File: src/rtl/fetch_if.sv
// Fetch-stage bus: instruction-memory handshake, execute redirect and the decode-side outputs.
// The master modport is the fetch stage; the slave modport is its environment.
interface fetch_if #(
  parameter int unsigned DataWidth = 32
);
  logic                 imem_req;
  logic [DataWidth-1:0] imem_addr;
  logic                 imem_gnt;
  logic                 imem_rvalid;
  logic [DataWidth-1:0] imem_rdata;
  logic                 redirect;
  logic [DataWidth-1:0] redirect_target;
  logic                 stall;
  logic                 valid;
  logic [DataWidth-1:0] instruction;
  logic [DataWidth-1:0] pc_address;

  modport master (
    output imem_req, imem_addr, valid, instruction, pc_address,
    input  imem_gnt, imem_rvalid, imem_rdata, redirect, redirect_target, stall
  );

  modport slave (
    input  imem_req, imem_addr, valid, instruction, pc_address,
    output imem_gnt, imem_rvalid, imem_rdata, redirect, redirect_target, stall
  );
endinterface

File: src/rtl/fetch.sv
// RV32I instruction fetch: PC, request/grant/response to imem, small in-order queue to decode.
// Redirects flush the queue and discard responses still in flight.
module fetch #(
  parameter int unsigned          DataWidth   = 32,
  parameter logic [DataWidth-1:0] ResetVector = '0,
  parameter int unsigned          BufDepth    = 2
) (
  input logic     clk,
  input logic     rst,
  fetch_if.master bus
);
  localparam int unsigned          PtrW  = $clog2(BufDepth);
  localparam int unsigned          CntW  = $clog2(BufDepth) + 1;
  localparam logic [CntW-1:0]      Depth = CntW'(BufDepth);
  localparam logic [DataWidth-1:0] Nop   = DataWidth'(32'h0000_0013);

  logic [DataWidth-1:0] fetch_pc_q;
  logic [DataWidth-1:0] pc_q   [BufDepth];
  logic [DataWidth-1:0] word_q [BufDepth];
  logic [BufDepth-1:0]  filled_q;
  logic [PtrW-1:0]      head_q, tail_q, fill_q;
  // outstanding_q counts only live requests; in-flight words to discard move into drop_q
  logic [CntW-1:0]      reserved_q, outstanding_q, drop_q;

  logic head_valid, deq, can_issue, req, issue, rsp_drop, rsp_fill;
  logic unused_target;

  function automatic logic [PtrW-1:0] ptr_inc(input logic [PtrW-1:0] p);
    return (p == PtrW'(BufDepth - 1)) ? '0 : p + 1'b1;
  endfunction

  always_comb begin
    head_valid = rst & filled_q[head_q] & ~bus.redirect;
    deq        = head_valid & ~bus.stall;
    can_issue  = (reserved_q < Depth) | ((reserved_q == Depth) & deq);
    req        = rst & can_issue & ~bus.redirect & (drop_q == '0);
    issue      = req & bus.imem_gnt;
    rsp_drop   = bus.imem_rvalid & (drop_q != '0);
    rsp_fill   = bus.imem_rvalid & (drop_q == '0);
  end

  assign bus.imem_req    = req;
  assign bus.imem_addr   = fetch_pc_q;
  assign bus.valid       = head_valid;
  assign bus.instruction = head_valid ? word_q[head_q] : Nop;
  assign bus.pc_address  = pc_q[head_q];
  assign unused_target   = ^bus.redirect_target[1:0];

  always_ff @(posedge clk) begin
    if (!rst) begin
      fetch_pc_q    <= ResetVector;
      pc_q          <= '{default: ResetVector};
      filled_q      <= '0;
      head_q        <= '0;
      tail_q        <= '0;
      fill_q        <= '0;
      reserved_q    <= '0;
      outstanding_q <= '0;
      drop_q        <= '0;
    end else if (bus.redirect) begin
      fetch_pc_q    <= {bus.redirect_target[DataWidth-1:2], 2'b00};
      filled_q      <= '0;
      head_q        <= '0;
      tail_q        <= '0;
      fill_q        <= '0;
      reserved_q    <= '0;
      outstanding_q <= '0;
      drop_q        <= drop_q + outstanding_q - CntW'(bus.imem_rvalid);
    end else begin
      // Head, new tail and fill slot are always distinct when they act in the same cycle.
      if (deq) begin
        filled_q[head_q] <= 1'b0;
        head_q           <= ptr_inc(head_q);
      end
      if (issue) begin
        pc_q[tail_q]     <= fetch_pc_q;
        filled_q[tail_q] <= 1'b0;
        tail_q           <= ptr_inc(tail_q);
        fetch_pc_q       <= fetch_pc_q + DataWidth'(4);
      end
      if (rsp_fill) begin
        word_q[fill_q]   <= bus.imem_rdata;
        filled_q[fill_q] <= 1'b1;
        fill_q           <= ptr_inc(fill_q);
      end
      reserved_q    <= reserved_q + CntW'(issue) - CntW'(deq);
      outstanding_q <= outstanding_q + CntW'(issue) - CntW'(rsp_fill);
      drop_q        <= drop_q - CntW'(rsp_drop);
    end
  end

  no_orphan_rsp: assert property (@(posedge clk) disable iff (!rst)
    !(bus.imem_rvalid && drop_q == '0 && outstanding_q == '0))
    else $error("imem response with no outstanding request");
endmodule

File: src/flat_wrapper.sv
// flat-port wrapper written by rule: the top's interface ports become plain ports
module fetch_flat 
#(
  parameter int unsigned          DataWidth   = 32,
  parameter logic [DataWidth-1:0] ResetVector = '0,
  parameter int unsigned          BufDepth    = 2
)
  (clk, rst, bus_imem_req, bus_imem_addr, bus_valid, bus_instruction, bus_pc_address, bus_imem_gnt, bus_imem_rvalid, bus_imem_rdata, bus_redirect, bus_redirect_target, bus_stall);
  fetch_if #(.DataWidth(DataWidth)) bus_i ();
  input logic clk;
  input logic rst;
  output wire logic [$bits(bus_i.imem_req)-1:0] bus_imem_req;
  output wire logic [$bits(bus_i.imem_addr)-1:0] bus_imem_addr;
  output wire logic [$bits(bus_i.valid)-1:0] bus_valid;
  output wire logic [$bits(bus_i.instruction)-1:0] bus_instruction;
  output wire logic [$bits(bus_i.pc_address)-1:0] bus_pc_address;
  input wire logic [$bits(bus_i.imem_gnt)-1:0] bus_imem_gnt;
  input wire logic [$bits(bus_i.imem_rvalid)-1:0] bus_imem_rvalid;
  input wire logic [$bits(bus_i.imem_rdata)-1:0] bus_imem_rdata;
  input wire logic [$bits(bus_i.redirect)-1:0] bus_redirect;
  input wire logic [$bits(bus_i.redirect_target)-1:0] bus_redirect_target;
  input wire logic [$bits(bus_i.stall)-1:0] bus_stall;
  assign bus_imem_req = bus_i.imem_req;
  assign bus_imem_addr = bus_i.imem_addr;
  assign bus_valid = bus_i.valid;
  assign bus_instruction = bus_i.instruction;
  assign bus_pc_address = bus_i.pc_address;
  assign bus_i.imem_gnt = bus_imem_gnt;
  assign bus_i.imem_rvalid = bus_imem_rvalid;
  assign bus_i.imem_rdata = bus_imem_rdata;
  assign bus_i.redirect = bus_redirect;
  assign bus_i.redirect_target = bus_redirect_target;
  assign bus_i.stall = bus_stall;
  fetch #(.DataWidth(DataWidth), .ResetVector(ResetVector), .BufDepth(BufDepth)) u_core (.clk(clk), .rst(rst), .bus(bus_i));
endmodule
File: config.mk
export PLATFORM = sky130hd
export DESIGN_NAME = fetch_flat
export DESIGN_NICKNAME = d
export VERILOG_FILES = /design/src/rtl/fetch_if.sv /design/src/rtl/fetch.sv /design/src/flat_wrapper.sv
export SDC_FILE = /design/constraint.sdc
export NUM_CORES = 1
export LEC_CHECK = 0
export CAP_MARGIN = 20
export CORE_MARGIN = 2
export CORE_UTILIZATION = 25
export CTS_CLUSTER_DIAMETER = 200
export DETAILED_ROUTE_END_ITERATION = 16
export PLACE_DENSITY = 0.48
export SLEW_MARGIN = 20
export SYNTH_ARGS = -nofsm -noshare
export SYNTH_HDL_FRONTEND = slang
export SYNTH_SLANG_ARGS = --single-unit
File: constraint.sdc
create_clock -name clk -period 3.6 [get_ports clk]
set_input_delay 0.54 -clock clk [delete_from_list [all_inputs] [get_ports clk]]
set_output_delay 0.54 -clock clk [all_outputs]
set_load 0.005 [all_outputs]
### After elaboration in Yosys (flattened, before gate mapping)

Memories as Yosys holds them, arrays and structs flattened. A register that Yosys moved wholly into a read port is not among the register bits.
Cells that the tools add are included.

| operators by class | value |
|---|---|
| $add $sub $neg | 11 |
| $lt $le $gt $ge | 10 |
| equal/unequal tests | 1 |
| muxes and demuxes | 34 |
| bitwise operators | 21 |
| reduce and logical (&&, ||, !) cells | 9 |

Operators with widths:

| cell | count |
|---|---|
| 2-to-1 mux 32 bit | 7 |
| bitwise mux 64 bit | 1 |
| adder 32 x 3 -> 32 bit (second input constant) | 1 |
| demux 32 bit (select 1 bit) | 1 |
| 2-to-1 mux 2 bit | 8 |
| 2-to-1 mux 1 bit | 14 |
| AND 1 bit | 10 |
| subtractor 2 x 1 -> 2 bit | 4 |
| less-than comparator 1 x 2 -> 1 bit (second input constant) | 3 |
| adder 2 x 1 -> 2 bit | 2 |
| AND 2 bit | 2 |
| >= comparator 2 bit (second input constant) | 2 |
| logical AND 1 bit | 4 |
| NOT 1 -> 2 bit | 2 |
| NOT 2 bit | 2 |
| nonzero test 2 bit | 2 |
| adder 1 bit (second input constant) | 3 |
| demux 1 bit (select 1 bit) | 3 |
| >= comparator 1 bit (second input constant) | 3 |
| NOT 1 bit | 3 |
| adder 2 bit | 1 |
| equality test 2 bit (second input constant) | 1 |
| logical NOT 2 bit | 1 |
| less-than comparator 2 x 1 -> 1 bit (second input constant) | 1 |
| other kinds (5) | 5 |

| storage, ports and cells | value |
|---|---|
| flip-flop bits (word level) | 107 |
| RAM bits | 64 |
| logic and storage cells | 98 |
| memories | 1 |

Memories:

| name | depth | width | rd ports | clocked after Yosys merged registers in | wr ports | line | source |
|---|---|---|---|---|---|---|---|
| u_core.word_q | 2 | 32 | 1 | 1 | 1 | fetch.sv:19 | `logic [DataWidth-1:0] word_q [BufDepth];` |

### Depth between registers and ports, before layout

Gate-level depths: netlist (run 1).

| depth | value |
|---|---|
| depth after elaboration | 16 |
| depth in mapped cells | 10 |
| mapped depth without buffers | 9 |

### Least setup slack after synthesis (run 1)

No wires, ideal clock.

| timing path | value |
|---|---|
| kind | input to register |
| from | in rst |
| to | mem u_core.word_q[0][0], enable pin |
| setup time | 421 ps |
| data arrival time | 2431 ps |
| required time | 3179 ps |
| setup slack | 748 ps |
| stages on the path | 4 |
| buffers on the path | 1 |
| path through | buf_4 > nor2b_1 > nand2_1 > nor2_1 |

| on the way | value |
|---|---|
| longest elaborated chain between the ends | 2 |

Ends and longest elaborated chain:

| what | line | source |
|---|---|---|
| start, declared | flat_wrapper.sv:11 | `input logic rst;` |
| 2-to-1 mux 1 bit | fetch.sv:50 | `if (!rst) begin` |
| 2-to-1 mux 1 bit (implied by the code) | fetch.sv:82 | `word_q[fill_q] <= bus.imem_rdata;` |
| end, declared | fetch.sv:19 |  |

No other way between the ends.

### Final worst setup path (run 1)

| timing path | value |
|---|---|
| from | in rst |
| to | out bus_imem_req |

| on the way | value |
|---|---|
| longest elaborated chain between the ends | 8 |

Ends and longest elaborated chain:

| what | line | source |
|---|---|---|
| AND 1 bit (2 in series) | fetch.sv:33 | `head_valid = rst & filled_q[head_q] & ~bus.redirect;` |
| AND 1 bit | fetch.sv:34 | `deq = head_valid & ~bus.stall;` |
| AND 1 bit | fetch.sv:35 | `can_issue = (reserved_q < Depth) \| ((reserved_q == Depth) & deq);` |
| bitwise OR 1 bit | fetch.sv:35 |  |
| AND 1 bit * (3 in series) | fetch.sv:36 | `req = rst & can_issue & ~bus.redirect & (drop_q == '0);` |
| end, declared | flat_wrapper.sv:12 | `output wire logic [$bits(bus_i.imem_req)-1:0] bus_imem_req;` |

Mark *: on every way between the ends. The rest lies on a longest branch, timed or not.

==> out/qor.csv, run 1 <==
stage,metric,value,unit
synthesis,synth-warning-count,0,
flow_run,drv_cap,0,
worst_setup_path,timing.critical_path.from_type,primary input,
global_routing,top_usage_layer,met2,
cts,root_buffer_cell,sky130_fd_sc_hd__clkbuf_16,
synthesis,yosys.area.top_type,sky130_fd_sc_hd__dfxtp_1,
drt,drt_drc_violations_left,0,
sta,period_minus_slack,3.27,ns
global_routing,all_layer_global_routing_usage,14.0,%
die,die_area,30700,sq um
final_layout,layout-drive-gt1-share,10.8,%
sta,final_slew_viol_count,0,
sta,worst_slew_pin_slew,0.590,ns
placed_design,io_buffers,161,
die,core.rowCount,62,
worst_setup_path,cp_data_arrival_time,2.73,ns
synthesis,synthDistinctLibCells,56,
sta,timing_hold_violations_final,0,
global_routing,antenna_found_initial,1,
power_and_ir_drop,power.combinational.fraction,9.5,%
synthesis,synthesis.instances,747,
worst_setup_path,path_max_fanout,8,
cts,hold_buffers,0,
worst_setup_path,crit_chain,"clkdlybuf4s50_1, nand2b_1, o41ai_4, and2_1, clkdlybuf4s50_1",
die,ioPinCount,168,
sta,setup-tns-final,0,ns
drt,route.detailed.vias_per_inst,4.61,
cts,buffer_depth_of_the_longest_clock_path,2,
synthesis,syn_avg_cell_area,9.80,sq um
global_routing,gr_met1_demand_resource,19.6,%
global_routing,grt_util_met2,21.5,%
die,effective_utilization_at_floorplan,25.4,%
final_layout,area_delta_synth_final,35.7,%
cts,clkTransAtPathRegs,0.07,ns
die,chipWidth,175,um
sta,fmax,306,MHz
worst_setup_path,path_delay_family,buffers and inverters,
hold_path,hp-class,flip-flop to flip-flop,
sta,worst_clock_skew,0.0140,ns
cts,htreeDepth,4,
power_and_ir_drop,swShare,25.3,%
sta,min_period_over_period,90.8,%
cts,clk_sinks,166,
worst_setup_path,setup.worst_path.class,primary input to primary output,
global_routing,first_global_vias,5874,
synthesis,synth_seq_cells,166,
worst_setup_path,timing.critical_path.buf_inv,2,
global_routing,grt_first_pass_wirelength,33.5,mm
synthesis,ys_dominant_reg_cell,sky130_fd_sc_hd__dfxtp_1,
die,dieHeight,175,um
synthesis,post-synth-top-count-cell,sky130_fd_sc_hd__nand2_1,
global_routing,met3_global_route_usage,3.83,%
final_layout,layout.nets,976,
placed_design,dpl.hpwl,14.1,mm
drt,drt-pass1-iter-count,4,
synthesis,synth.cell_area,7320,sq um
power_and_ir_drop,p_int,3.16,mW
drt,route.antenna.remaining_nets,0,
cts,post_cts_buffers,0,
sta,grt_setup_unrepaired,no,
worst_setup_path,cp_data_required_time,3.06,ns
power_and_ir_drop,pwr-share-clk,41.5,%
worst_setup_path,cpMaxStageDelayCell,sky130_fd_sc_hd__clkdlybuf4s50_1,
drt,dr.first_iter.drc_count,379,
sta,slew_headroom,60.7,%
run_status,outcome,"complete, no violations",
synthesis,synth.top_cell.area_share,27.9,%
cts,number_of_resized_instances_in_the_post_cts_repair_step,0,
power_and_ir_drop,p_seq_share,49.0,%
placed_design,gp_congestion,0.794,
synthesis,synth_top_cells_by_count,"sky130_fd_sc_hd__nand2_1 (158), sky130_fd_sc_hd__dfxtp_1 (102), sky130_fd_sc_hd__a21oi_1 (84)",
synthesis,seq_area_frac_synth,54.1,%
worst_setup_path,critical-path-top-cell-by-count,sky130_fd_sc_hd__clkdlybuf4s50_1,
worst_setup_path,end_kind,primary output,
synthesis,synth-edff-count,64,
worst_setup_path,slowest_stage_delay_on_critical_path,0.69,ns
drt,via_count,5969,
power_and_ir_drop,pwr_density_cell,426,nW/um^2
power_and_ir_drop,power,4.23,mW
synthesis,ys_async_sr_fraction,0,%
synthesis,netlist_top_cells_area,"sky130_fd_sc_hd__dfxtp_1 (28%), sky130_fd_sc_hd__edfxtp_1 (26%), sky130_fd_sc_hd__nand2_1 (8.1%)",
power_and_ir_drop,p_leak,3.22,nW
cts,tritoncts,done,
power_and_ir_drop,ir_worst_vdd,0.247,mV
drt,routed_wire_length_per_instance,16.3,um
sta,setup_viols_final,0,
global_routing,globalRouteOverflowTotal,0,
drt,finalWirelength,21.1,mm
global_routing,grt_max_degree,35,
power_and_ir_drop,power_switching,1.07,mW
die,floorplan.core_area,28800,sq um
cts,tritoncts.num_buffers,17,
cts,worstSkewPairLatency,0.42,ns
[layer usage]
metal  routed length, um  vias to the layer above
li1                    -                     2950
met1               10400                     2838
met2                9420                      169
met3                1140                       12
met4                 209                        0
met5                   0                        -
[power groups by stage]
stage	combinational, mW	sequential, mW	clock (mW)
floorplan	0.201	2.09	0
global placement	0.404	2.12	0
detailed placement	0.406	2.12	0
CTS	0.410	2.08	1.82
global route	0.447	2.09	1.90
finish	0.402	2.08	1.76
[cells in the final DEF, fill, tap and decap left out, types with 4 or more instances in the layout]
cell type / n
sky130_fd_sc_hd__a21oi_1: 84
sky130_fd_sc_hd__a22oi_1: 7
sky130_fd_sc_hd__a31oi_1: 9
sky130_fd_sc_hd__a32oi_1: 4
sky130_fd_sc_hd__buf_4: 22
sky130_fd_sc_hd__clkbuf_16: 18
sky130_fd_sc_hd__clkdlybuf4s50_1: 161
sky130_fd_sc_hd__conb_1: 4
sky130_fd_sc_hd__dfxtp_1: 100
sky130_fd_sc_hd__edfxtp_1: 64
sky130_fd_sc_hd__ha_1: 8
sky130_fd_sc_hd__inv_1: 18
sky130_fd_sc_hd__inv_6: 5
sky130_fd_sc_hd__mux2_2: 31
sky130_fd_sc_hd__mux2i_1: 35
sky130_fd_sc_hd__nand2_1: 158
sky130_fd_sc_hd__nand3_1: 9
sky130_fd_sc_hd__nand4_1: 10
sky130_fd_sc_hd__nor2_1: 46
sky130_fd_sc_hd__nor3_1: 9
sky130_fd_sc_hd__nor4_1: 10
sky130_fd_sc_hd__o211ai_1: 7
sky130_fd_sc_hd__o21ai_0: 10
sky130_fd_sc_hd__or3_1: 9
sky130_fd_sc_hd__xnor2_1: 6
[sequential cells by signal (all words and copies together), names as in the netlist, named ones only]
name,flops
u_core.word_q,64
u_core.pc_q,60
u_core.bus.imem_addr,30
u_core.drop_q,2
u_core.filled_q,2
u_core.outstanding_q,2
u_core.reserved_q,2
u_core.fill_q,1
u_core.head_q,1
u_core.tail_q,1
[path summary, 6_finish.rpt]
kind	to	from	depth (start not counted)	slack (ns)
setup / recovery	bus_imem_req	rst	5	0.33
hold / removal	u_core.pc_q[26]	u_core.pc_q[26]	2	0.45
setup reg to reg	u_core.bus.imem_addr[28]	u_core.bus.imem_addr[3]	6	0.95
hold reg to reg	u_core.pc_q[26]	u_core.pc_q[26]	2	0.45
[cells by family (layout without fill, tap and decap cells)]
kind of cell    count (synthesis)  in the layout  share of synthesized area, %
xor+xnor                        9              9                          1.08
fa+ha+maj                       8              8                          1.37
flops                         166            166                          54.1
mux                            66             66                          9.55
other cells                     1              5                        0.0512
compound gates                147            147                          12.6
buf+inv                        73            234                          4.29
simple gates                  277            277                          16.9
[final cells by class]
type / instances / area [sq um]
tap: 384 / 480
timing repair buffer: 183 / 1780
antenna: 1 / 2.50
clock buffer: 19 / 454
clock inverter: 13 / 111
sequential: 166 / 3970
fill: 2927 / 18800
inverter: 19 / 71.3
multi-input combinational: 511 / 3080
[worst reg2reg max path, stage by stage, from the launching register on]
cell and delay (ns):
sky130_fd_sc_hd__dfxtp_1 0.51, sky130_fd_sc_hd__ha_1 0.27, sky130_fd_sc_hd__nand3_1 0.27, sky130_fd_sc_hd__nor4_1 0.49, sky130_fd_sc_hd__nand3_2 0.34, sky130_fd_sc_hd__or4_1 0.56
sky130_fd_sc_hd__a31oi_1 0.16
[stage by stage]
stage / hold WS (ns) / util [%] / area [sq um] / cells / setup slack (ns)
after detailed placement: 0.445 / 32.6 / 9370 / 1263 / 0.231
after global placement: 0.438 / 32.6 / 9370 / 1263 / 0.272
after floorplan: 0.433 / - / 7330 / 750 / 0.748
after CTS: 0.455 / 34.5 / 9940 / 1295 / 0.293
after global routing: 0.471 / 34.5 / 9940 / 1295 / 0.240
final: 0.453 / 34.5 / 9940 / 1296 / 0.330
Power figures use the tool's default switching activity.
==> inputs of run 2 (changes only) <==
--- a/config.mk
+++ b/config.mk
@@ -5,12 +5,13 @@
 export SDC_FILE = /design/constraint.sdc
 export NUM_CORES = 1
 export LEC_CHECK = 0
-export CAP_MARGIN = 20
+export CELL_PAD_IN_SITES_DETAIL_PLACEMENT = 1
+export CELL_PAD_IN_SITES_GLOBAL_PLACEMENT = 2
 export CORE_MARGIN = 2
 export CORE_UTILIZATION = 25
 export CTS_CLUSTER_DIAMETER = 200
 export DETAILED_ROUTE_END_ITERATION = 16
-export PLACE_DENSITY = 0.48
+export PLACE_DENSITY = 0.69
 export SLEW_MARGIN = 20
 export SYNTH_ARGS = -nofsm -noshare
 export SYNTH_HDL_FRONTEND = slang
==> run 2 against run 1 <==
  * Clock-buffer cell count decreased by 2
  * Combinational power increased by 1%
  * Sequential power about the same
  * Sequential share of layout area decreased by 0.21 points
  * Non-clock buffer count increased by 1
  * Critical path type unchanged
  * Critical endpoint is now bus_instruction[0]
==> out/qor.csv, run 2 (synthesized netlist as in run 1, its figures left out) <==
stage,metric,value,unit
run_status,outcome,"complete, no violations",
power_and_ir_drop,pwr_density_cell,439,nW/um^2
die,ioPinCount,168,
sta,setup_viols_final,0,
sta,fmax,321,MHz
drt,dr.first_iter.drc_count,342,
worst_setup_path,end_kind,primary output,
final_layout,nFillCells,3227,
die,core.rowCount,62,
placed_design,count_of_placed_standard_cells_including_taps,1264,
final_layout,layout_commonest_cell,sky130_fd_sc_hd__clkdlybuf4s50_1,
die,chipWidth,175,um
final_layout,layout.nets,977,
placed_design,gp_congestion,0.755,
sta,period_minus_slack,3.12,ns
worst_setup_path,path_max_fanout,31,
cts,tritoncts.num_buffers,17,
cts,htreeDepth,4,
worst_setup_path,setup.worst_path.class,primary input to primary output,
placed_design,postPlaceCellArea,9390,sq um
final_layout,final_design_area_no_fill,9990,sq um
final_layout,area_delta_synth_final,36.4,%
drt,routed_wire_length_per_instance,17.4,um
sta,worst_clock_skew,0.0147,ns
cts,root_buffer_cell,sky130_fd_sc_hd__clkbuf_16,
hold_path,hp-class,flip-flop to flip-flop,
sta,final_slew_viol_count,0,
placed_design,dpl.hpwl,15.2,mm
power_and_ir_drop,p_leak,3.25,nW
die,dieHeight,175,um
sta,grt_setup_unrepaired,no,
global_routing,globalRouteOverflowTotal,0,
final_layout,finalCoreUtilization,34.7,%
placed_design,io_buffers,161,
final_layout,final-instance-count-excl-fill,1297,
final_layout,register_area,3970,sq um
worst_setup_path,critPathLaunch,rst,
hold_path,worstHoldStart,u_core.pc_q[27],
flow_run,drv_cap,0,
worst_setup_path,slowest_stage_delay_on_critical_path,0.55,ns
cts,number_of_resized_instances_in_the_post_cts_repair_step,0,
worst_setup_path,cpMaxStageDelayCell,sky130_fd_sc_hd__clkdlybuf4s50_1,
cts,clkTransAtPathRegs,0.07,ns
die,die_area,30700,sq um
cts,post_cts_buffers,0,
global_routing,all_layer_global_routing_usage,15.1,%
global_routing,antenna_found_initial,1,
sta,setup-tns-final,0,ns
cts,buffer_depth_of_the_longest_clock_path,2,
power_and_ir_drop,ir_worst_vdd,0.280,mV
final_layout,top_register,u_core.word_q,
die,floorplan.core_area,28800,sq um
final_layout,area_of_the_multi_input_gates,3080,sq um
final_layout,layout-drive-gt1-share,11.0,%
drt,route.detailed.vias_per_inst,4.62,
sta,timing_hold_violations_final,0,
worst_setup_path,timing.critical_path.from_type,primary input,
worst_setup_path,cp_data_required_time,3.06,ns
placed_design,pre_cts_slack,0.311,ns
sta,worst_slew_pin_slew,0.537,ns
sta,worst_slack,0.481,ns
cts,tritoncts,done,
final_layout,layout_common_cells,"sky130_fd_sc_hd__clkdlybuf4s50_1 (161), sky130_fd_sc_hd__nand2_1 (158), sky130_fd_sc_hd__dfxtp_1 (100)",
global_routing,grt_max_degree,65,
sta,min_period_over_period,86.6,%
drt,drt-pass1-iter-count,4,
drt,finalWirelength,22.5,mm
sta,slew_headroom,63.9,%
cts,worstSkewPairLatency,0.44,ns
worst_setup_path,timing.rr.start,u_core.bus.imem_addr[2],
drt,via_count,5991,
worst_setup_path,crit_chain,"clkdlybuf4s50_1, nor2b_1, buf_4, nand2b_1, buf_4, inv_1, nand2_1, clkdlybuf4s50_1",
die,effective_utilization_at_floorplan,25.4,%
drt,drt_drc_violations_left,0,
cts,clk_sinks,166,
global_routing,grt_first_pass_wirelength,35.8,mm
cts,hold_buffers,0,
worst_setup_path,cp_data_arrival_time,2.58,ns
drt,route.antenna.remaining_nets,0,
final_layout,largest_reg_flops,64,
global_routing,first_global_vias,6213,
run 2: cell count changes in the layout (fill, tap and decap cells not counted), sizes merged:
cell and change:
inv +3, buf +1, bufinv +1, clkbuf -2
clkinv -2
run 2: where the power goes:
group / total [mW] / switching [mW] / internal [mW]
combinational: 0.407 / 0.198 / 0.210
clock: 1.90 / 0.899 / 1.00
sequential: 2.08 / 0.0682 / 2.01
run 2: critical path: cells and delay by family:
kind,cells,cell delay [ns]
AND/OR/NAND/NOR,3,0.35
buffers and inverters,5,1.67
run 2: final cells by class:
class	count	share of cell area, %
Multi-Input combinational cell	511	30.8
Sequential cell	166	39.7
Antenna cell	1	0.0250
Clock inverter	15	1.73
Clock buffer	17	4.26
Tap cell	384	4.81
Timing Repair Buffer	184	18.0
Inverter	19	0.714
run 2: worst paths after layout:
| check | slack [ns] | to | depth (start not counted) |
|---|---|---|---|
| setup / recovery | 0.48 | bus_instruction[0] | 8 |
| hold / removal | 0.46 | u_core.pc_q[27] | 2 |
| setup reg to reg | 0.92 | u_core.bus.imem_addr[28] | 6 |
| hold reg to reg | 0.46 | u_core.pc_q[27] | 2 |
run 2: metrics by stage:
step	hold WS, ns	total power, mW
finish	0.456	4.38
global route	0.476	4.57
global placement	0.438	2.53
detailed placement	0.447	2.53
floorplan	0.433	2.30
CTS	0.458	4.45
run 2: metal layers:
layer  track usage (%)  wire (um)  vias to the layer above  part of all wire (%)
li1                  -          -                     2942                     -
met1              20.8      11100                     2886                    49
met2              24.0      10200                      137                    45
met3              2.52        874                       24                   3.9
met4              4.48        313                        2                   1.4
met5                 0         11                        -                 0.049
==> inputs of run 3 (changes only) <==
--- a/config.mk
+++ b/config.mk
@@ -10,6 +10,7 @@
 export CORE_MARGIN = 2
 export CORE_UTILIZATION = 25
 export CTS_CLUSTER_DIAMETER = 200
+export CTS_CLUSTER_SIZE = 20
 export DETAILED_ROUTE_END_ITERATION = 16
 export PLACE_DENSITY = 0.69
 export SLEW_MARGIN = 20
==> results of run 3 <==
No change in the layout: final DEF, timing and power equal those of run 2.
